File: src/rtl/load_store_unit.sv
// ============================================================================
// Module   : load_store_unit
// Purpose  : RV32I data-memory access stage. It performs loads
//            (LB/LH/LW/LBU/LHU) and stores (SB/SH/SW) against a word-addressed
//            memory that has no byte enables. Sub-word stores are done as a
//            read-modify-write sequence. Load data is sign- or zero-extended.
// Ports    : clk, rst_n (async, active-low)
//            i_req_*  : request from EX (valid, we, funct3, byte addr, wdata)
//            o_req_ready : high only while IDLE
//            o_resp_* : one-cycle completion pulse, extended rdata, error flag
//            o_dmem_* / i_dmem_* : word address, read/write strobes, write
//                       word, read word, stall
// Revision : 1.0 - initial release
// ============================================================================
`default_nettype none

module load_store_unit #(
  parameter int DMEM_AW = 30
) (
  input  logic               clk,
  input  logic               rst_n,
  input  logic               i_req_valid,
  output logic               o_req_ready,
  input  logic               i_req_we,
  input  logic [2:0]         i_req_funct3,
  input  logic [31:0]        i_req_addr,
  input  logic [31:0]        i_req_wdata,
  output logic               o_resp_valid,
  output logic [31:0]        o_resp_rdata,
  output logic               o_resp_err,
  output logic [DMEM_AW-1:0] o_dmem_addr,
  output logic               o_dmem_ren,
  output logic               o_dmem_wen,
  output logic [31:0]        o_dmem_wdata,
  input  logic [31:0]        i_dmem_rdata,
  input  logic               i_dmem_stall
);

  typedef enum logic [2:0] {
    S_IDLE   = 3'd0,
    S_RD     = 3'd1,
    S_WR     = 3'd2,
    S_RMW_RD = 3'd3,
    S_RMW_WR = 3'd4
  } state_t;

  state_t      r_state;
  state_t      w_state_nxt;

  logic [31:0] r_addr;
  logic [2:0]  r_funct3;
  logic [31:0] r_dmem_wdata;   // SW data, or req data until the RMW merge
  logic        r_resp_valid;
  logic        r_resp_err;
  logic [31:0] r_resp_rdata;

  logic        w_accept;
  logic        w_illegal;
  logic        w_misalign;
  logic        w_bad;
  logic [31:0] w_byte_sh;
  logic [31:0] w_half_sh;
  logic [31:0] w_load;
  logic [31:0] w_merge;

  assign w_accept = i_req_valid && (r_state == S_IDLE);

  // Request legality is decoded from the live request inputs.
  always_comb begin
    w_illegal  = 1'b0;
    w_misalign = 1'b0;
    if (i_req_we) begin
      w_illegal = (i_req_funct3[2] == 1'b1) || (i_req_funct3[1:0] == 2'b11);
    end else begin
      w_illegal = (i_req_funct3 == 3'b011) || (i_req_funct3 == 3'b110) ||
                  (i_req_funct3 == 3'b111);
    end
    case (i_req_funct3[1:0])
      2'b01:   w_misalign = i_req_addr[0];
      2'b10:   w_misalign = (i_req_addr[1:0] != 2'b00);
      default: w_misalign = 1'b0;
    endcase
  end

  assign w_bad = w_illegal || w_misalign;

  // ---------------------------------------------------------------- FSM
  always_ff @(posedge clk or negedge rst_n) begin
    if (!rst_n) begin
      r_state <= S_IDLE;
    end else begin
      r_state <= w_state_nxt;
    end
  end

  always_comb begin
    w_state_nxt = r_state;
    case (r_state)
      S_IDLE: begin
        // Rejected requests never leave IDLE; they only raise an error pulse.
        if (w_accept && !w_bad) begin
          if (!i_req_we)                      w_state_nxt = S_RD;
          else if (i_req_funct3[1:0] == 2'b10) w_state_nxt = S_WR;
          else                                w_state_nxt = S_RMW_RD;
        end
      end
      S_RD:     if (!i_dmem_stall) w_state_nxt = S_IDLE;
      S_WR:     if (!i_dmem_stall) w_state_nxt = S_IDLE;
      S_RMW_RD: if (!i_dmem_stall) w_state_nxt = S_RMW_WR;
      S_RMW_WR: if (!i_dmem_stall) w_state_nxt = S_IDLE;
      default:  w_state_nxt = S_IDLE;
    endcase
  end

  // ---------------------------------------------------------- datapath
  assign w_byte_sh = i_dmem_rdata >> {r_addr[1:0], 3'b000};
  assign w_half_sh = i_dmem_rdata >> {r_addr[1], 4'b0000};

  always_comb begin
    w_load = i_dmem_rdata;
    case (r_funct3)
      3'b000:  w_load = {{24{w_byte_sh[7]}}, w_byte_sh[7:0]};
      3'b001:  w_load = {{16{w_half_sh[15]}}, w_half_sh[15:0]};
      3'b100:  w_load = {24'd0, w_byte_sh[7:0]};
      3'b101:  w_load = {16'd0, w_half_sh[15:0]};
      default: w_load = i_dmem_rdata;
    endcase
  end

  // During RMW_RD the write-data register still holds the raw store data,
  // so its low bits supply the byte/half being inserted.
  always_comb begin
    w_merge = i_dmem_rdata;
    if (r_funct3[1:0] == 2'b00) begin
      w_merge[{r_addr[1:0], 3'b000} +: 8] = r_dmem_wdata[7:0];
    end else begin
      w_merge[{r_addr[1], 4'b0000} +: 16] = r_dmem_wdata[15:0];
    end
  end

  always_ff @(posedge clk or negedge rst_n) begin
    if (!rst_n) begin
      r_addr       <= 32'd0;
      r_funct3     <= 3'd0;
      r_dmem_wdata <= 32'd0;
      r_resp_valid <= 1'b0;
      r_resp_err   <= 1'b0;
      r_resp_rdata <= 32'd0;
    end else begin
      r_resp_valid <= 1'b0;
      if (w_accept) begin
        r_addr       <= i_req_addr;
        r_funct3     <= i_req_funct3;
        r_dmem_wdata <= i_req_wdata;
        if (w_bad) begin
          r_resp_valid <= 1'b1;
          r_resp_err   <= 1'b1;
          r_resp_rdata <= 32'd0;
        end
      end
      case (r_state)
        S_RD: begin
          if (!i_dmem_stall) begin
            r_resp_valid <= 1'b1;
            r_resp_err   <= 1'b0;
            r_resp_rdata <= w_load;
          end
        end
        S_WR, S_RMW_WR: begin
          if (!i_dmem_stall) begin
            r_resp_valid <= 1'b1;
            r_resp_err   <= 1'b0;
            r_resp_rdata <= 32'd0;
          end
        end
        S_RMW_RD: begin
          if (!i_dmem_stall) begin
            r_dmem_wdata <= w_merge;
          end
        end
        default: ;
      endcase
    end
  end

  assign o_req_ready  = (r_state == S_IDLE);
  assign o_dmem_ren   = (r_state == S_RD) || (r_state == S_RMW_RD);
  assign o_dmem_wen   = (r_state == S_WR) || (r_state == S_RMW_WR);
  assign o_dmem_addr  = r_addr[DMEM_AW+1:2];
  assign o_dmem_wdata = r_dmem_wdata;
  assign o_resp_valid = r_resp_valid;
  assign o_resp_err   = r_resp_err;
  assign o_resp_rdata = r_resp_rdata;

endmodule

`default_nettype wire

File: config.mk
export PLATFORM = sky130hd
export DESIGN_NAME = load_store_unit
export DESIGN_NICKNAME = d
export VERILOG_FILES = /design/src/rtl/load_store_unit.sv
export SDC_FILE = /design/constraint.sdc
export NUM_CORES = 1
export LEC_CHECK = 0
export BUFFER_PORTS_ARGS = -buffer_cell sky130_fd_sc_hd__buf_2
export CORE_MARGIN = 3
export CORE_UTILIZATION = 54
export CTS_CLUSTER_DIAMETER = 30
export DETAILED_ROUTE_END_ITERATION = 16
export GPL_ROUTABILITY_DRIVEN = 0
export PLACE_DENSITY = 0.95
export SKIP_CTS_REPAIR_TIMING = 1
export SLEW_MARGIN = 20
export SYNTH_ARGS = -nofsm -noshare
export SYNTH_HDL_FRONTEND = slang
export SYNTH_SLANG_ARGS = --single-unit
export TNS_END_PERCENT = 30
File: constraint.sdc
create_clock -name clk -period 4.41 [get_ports clk]
set_clock_uncertainty 0.05 [all_clocks]
set_input_delay 0.2205 -clock clk [delete_from_list [all_inputs] [get_ports clk]]
set_output_delay 0.2205 -clock clk [all_outputs]
set_load 0.005 [all_outputs]
==> metrics.txt <==
fin nets=883; Worst Setup Slack post-DPL=1650 ps; Post-Syn Instances=624; fill count=805; number of hold-slack violations in the final timing report=14; met1 routing resource usage after global routing=0.386; global-route congestion overflow total=0; final routed DRC violation total=0; number of maximum-capacitance constraint violations=0; clock latency of the later-clocked register in the worst-skew pair=360 ps; number of failing setup endpoints in the final timing report=0; crit path time final=2590 ps; least setup slack across all paths after layout=1820 ps; maximum operating frequency=386 MHz; Core Region=9950 sq um; number of CTS-inserted buffers=9; register area=2600 sq um; worst reg-to-reg setup slack=1820 ps; leading cell type in the layout, fill and taps excluded=sky130_fd_sc_hd__buf_2; H-tree levels=3; path type of the worst min-delay path=in2reg; area growth from synthesis to final layout=18.8%; Req. time, crit path=4640 ps; vias in the first global route=5174; Total Neg Setup Slack=0 ps; critical path's slowest cell=sky130_fd_sc_hd__dfrtp_1; Leak Pwr=3.51 nW; final wirelength=17100 microns; Slew headroom=0.277; share of synthesized registers carrying an async set or reset=1.00; first-pass iteration count of the detailed router=7; maximum fanout along the worst path=8; post-synthesis sequential element count=104; largest buffer count on any clock path=2; number of enable-type register cells in the synthesized netlist=0; number of antenna violations at the first check in global routing=0; post-route antenna net violation count=0; DP HPWL=12600 microns; number of I/O pins=203; transition at the pin with the smallest max-transition slack=1080 ps; setup repair after global routing missed its margin=false; failing checks=hold timing; Diodes inserted=0; footprint of the multi-input gates=2490 sq um; wire length of the first global-routing pass=26500 microns; power per cell area=504 nW/um^2; Die Span Y=108 microns; category of the worst setup path launch point=flip-flop; highest-count cells in the layout ignoring fill and taps=201 x sky130_fd_sc_hd__buf_2, 165 x sky130_fd_sc_hd__nand2_1, 103 x sky130_fd_sc_hd__dfrtp_1, 30 x sky130_fd_sc_hd__inv_1, 24 x sky130_fd_sc_hd__a221oi_1; area of the die=11600 sq um; share of the yosys chip area belonging to registers=0.464; arrival time of data at the critical path endpoint=2820 ps; count of vias placed by the detailed router=5444; width of the chip=108 microns; Clock transition at path regs=90 ps; period utilisation layout=0.588; post-synthesis instance area=5610 sq um; syn avg cell area=8.99 sq um; effective utilization at floorplan=0.564; detailed-route wire length per cell=18.8 microns; Worst Hold Slack=-9.24 ps; Crit Path Class=reg2reg; maximum single-stage delay on the critical path=500 ps; kind of end point of the critical path=flip-flop; clock tree from TritonCTS=done; met2 layer usage reported by global route=0.455; number of warnings reported in the yosys synthesis log=0; share of cells above drive strength 1=0.321; layer with the highest usage after global routing=met2; total number of clock tree sinks=104; Buf+Inv Stages, Crit Path=1; outcome=finished, violations left; GRT Total Usage=0.291; net count of the mapped netlist=736; global-route track usage on met3=0.0579; clock tree root driver cell=sky130_fd_sc_hd__clkbuf_8; Max VDD drop=0.326 mV; Site Rows=36; average vias per placed instance=5.99; main flop type after synthesis=sky130_fd_sc_hd__dfrtp_1; count of input and output buffers=202; count of distinct cell types in the synthesized netlist=46; Slew Limit Fails=0; family of cells with the greatest summed delay on the critical path=simple AND/OR/NAND/NOR gates; worst path cell trace=inv_1 -> ha_1 -> or4bb_1 -> nor2_1 -> a22oi_1 -> o22ai_1; pin count of the biggest net entering global routing=76; DRT iter0 DRCs=553
-- final timing paths --
| check | startpoint | end | cells after the start |
|---|---|---|---|
| hold reg to reg | r_addr[4] | r_addr[4] | 2 |
| setup reg to reg | r_addr[0] | o_dmem_wdata[11] | 6 |
| hold / removal | i_req_addr[22] | r_addr[22] | 3 |
| min in group asynchronous | rst_n | o_resp_rdata[28] | 2 |
| max in group asynchronous | rst_n | r_addr[19] | 3 |
| setup / recovery | r_addr[0] | o_dmem_wdata[11] | 6 |
-- cell families (layout without fill, tap and decap cells) --
| family | after synthesis | after routing | synth area share |
|---|---|---|---|
| simple gates | 234 | 234 | 0.181 |
| buf+inv | 105 | 257 | 0.0937 |
| compound gates | 155 | 155 | 0.209 |
| flops | 104 | 104 | 0.464 |
| xor+xnor | 2 | 2 | 0.00312 |
| fa+ha+maj | 8 | 8 | 0.0178 |
| mux | 16 | 16 | 0.0323 |
-- layer usage --
metal  vias up  wire length [microns]
li1       2452                      -
met1      2534                   6560
met2       394                   7990
met3        64                   1760
met4         0                    804
met5         -                      0
-- tightest hold or removal path, cell delays in order --
cell,delay [ps]
sky130_fd_sc_hd__buf_2,70
sky130_fd_sc_hd__nand2_1,40
sky130_fd_sc_hd__nand2_1,40
-- per-stage QoR --
stage	utilization	total power (W)	area (sq um)	hold WS, ps	std cells
global placement	0.645	0.00269	6420	353	889
finish	0.669	0.00336	6660	-9.24	909
CTS	0.665	0.00334	6620	-43.6	905
floorplan	-	0.00229	5610	-125	624
global route	0.669	0.00357	6660	-5.22	909
detailed placement	0.645	0.00274	6420	354	889
-- layout make-up --
type | count | share of cell area
multi-input cells | 415 | 0.374
clock inverters | 4 | 0.00807
flip-flops and latches | 104 | 0.391
clock buffers | 12 | 0.0218
repair buffers | 211 | 0.164
well taps | 133 | 0.0250
inverters | 30 | 0.0169
-- synthesized netlist by cell type, types with 8 or more instances --
cell,number,area share
sky130_fd_sc_hd__a21oi_1,23,0.021
sky130_fd_sc_hd__a221oi_1,24,0.037
sky130_fd_sc_hd__a22oi_1,8,0.011
sky130_fd_sc_hd__a311o_1,16,0.029
sky130_fd_sc_hd__a31o_2,8,0.012
sky130_fd_sc_hd__a31oi_1,16,0.018
sky130_fd_sc_hd__and3_1,17,0.019
sky130_fd_sc_hd__buf_2,9,0.0080
sky130_fd_sc_hd__buf_4,32,0.043
sky130_fd_sc_hd__clkbuf_1,32,0.021
sky130_fd_sc_hd__dfrtp_1,104,0.46
sky130_fd_sc_hd__ha_1,8,0.018
sky130_fd_sc_hd__inv_1,30,0.020
sky130_fd_sc_hd__mux2i_1,8,0.014
sky130_fd_sc_hd__nand2_1,166,0.11
sky130_fd_sc_hd__nand2b_1,10,0.011
sky130_fd_sc_hd__nor2_1,21,0.014
sky130_fd_sc_hd__o211ai_1,9,0.012
sky130_fd_sc_hd__o21ai_0,16,0.014
sky130_fd_sc_hd__o221ai_1,8,0.012
sky130_fd_sc_hd__o22ai_1,15,0.017
-- sequential cells by signal (all words and copies together) (netlist names) --
name / count
r_state: 3
o_resp_valid: 1
r_addr: 32
r_funct3: 3
o_resp_rdata: 32
o_dmem_wdata: 32
o_resp_err: 1
-- power breakdown --
part / internal (W) / total, W / leakage, nW / switching [W]
logic: 0.000555 / 0.00126 / 2.12 / 0.000703
clock network: 0.000280 / 0.000605 / 0.0928 / 0.000326
registers: 0.00124 / 0.00149 / 1.30 / 0.000253
Note: power is estimated with default switching activity, not from simulation.
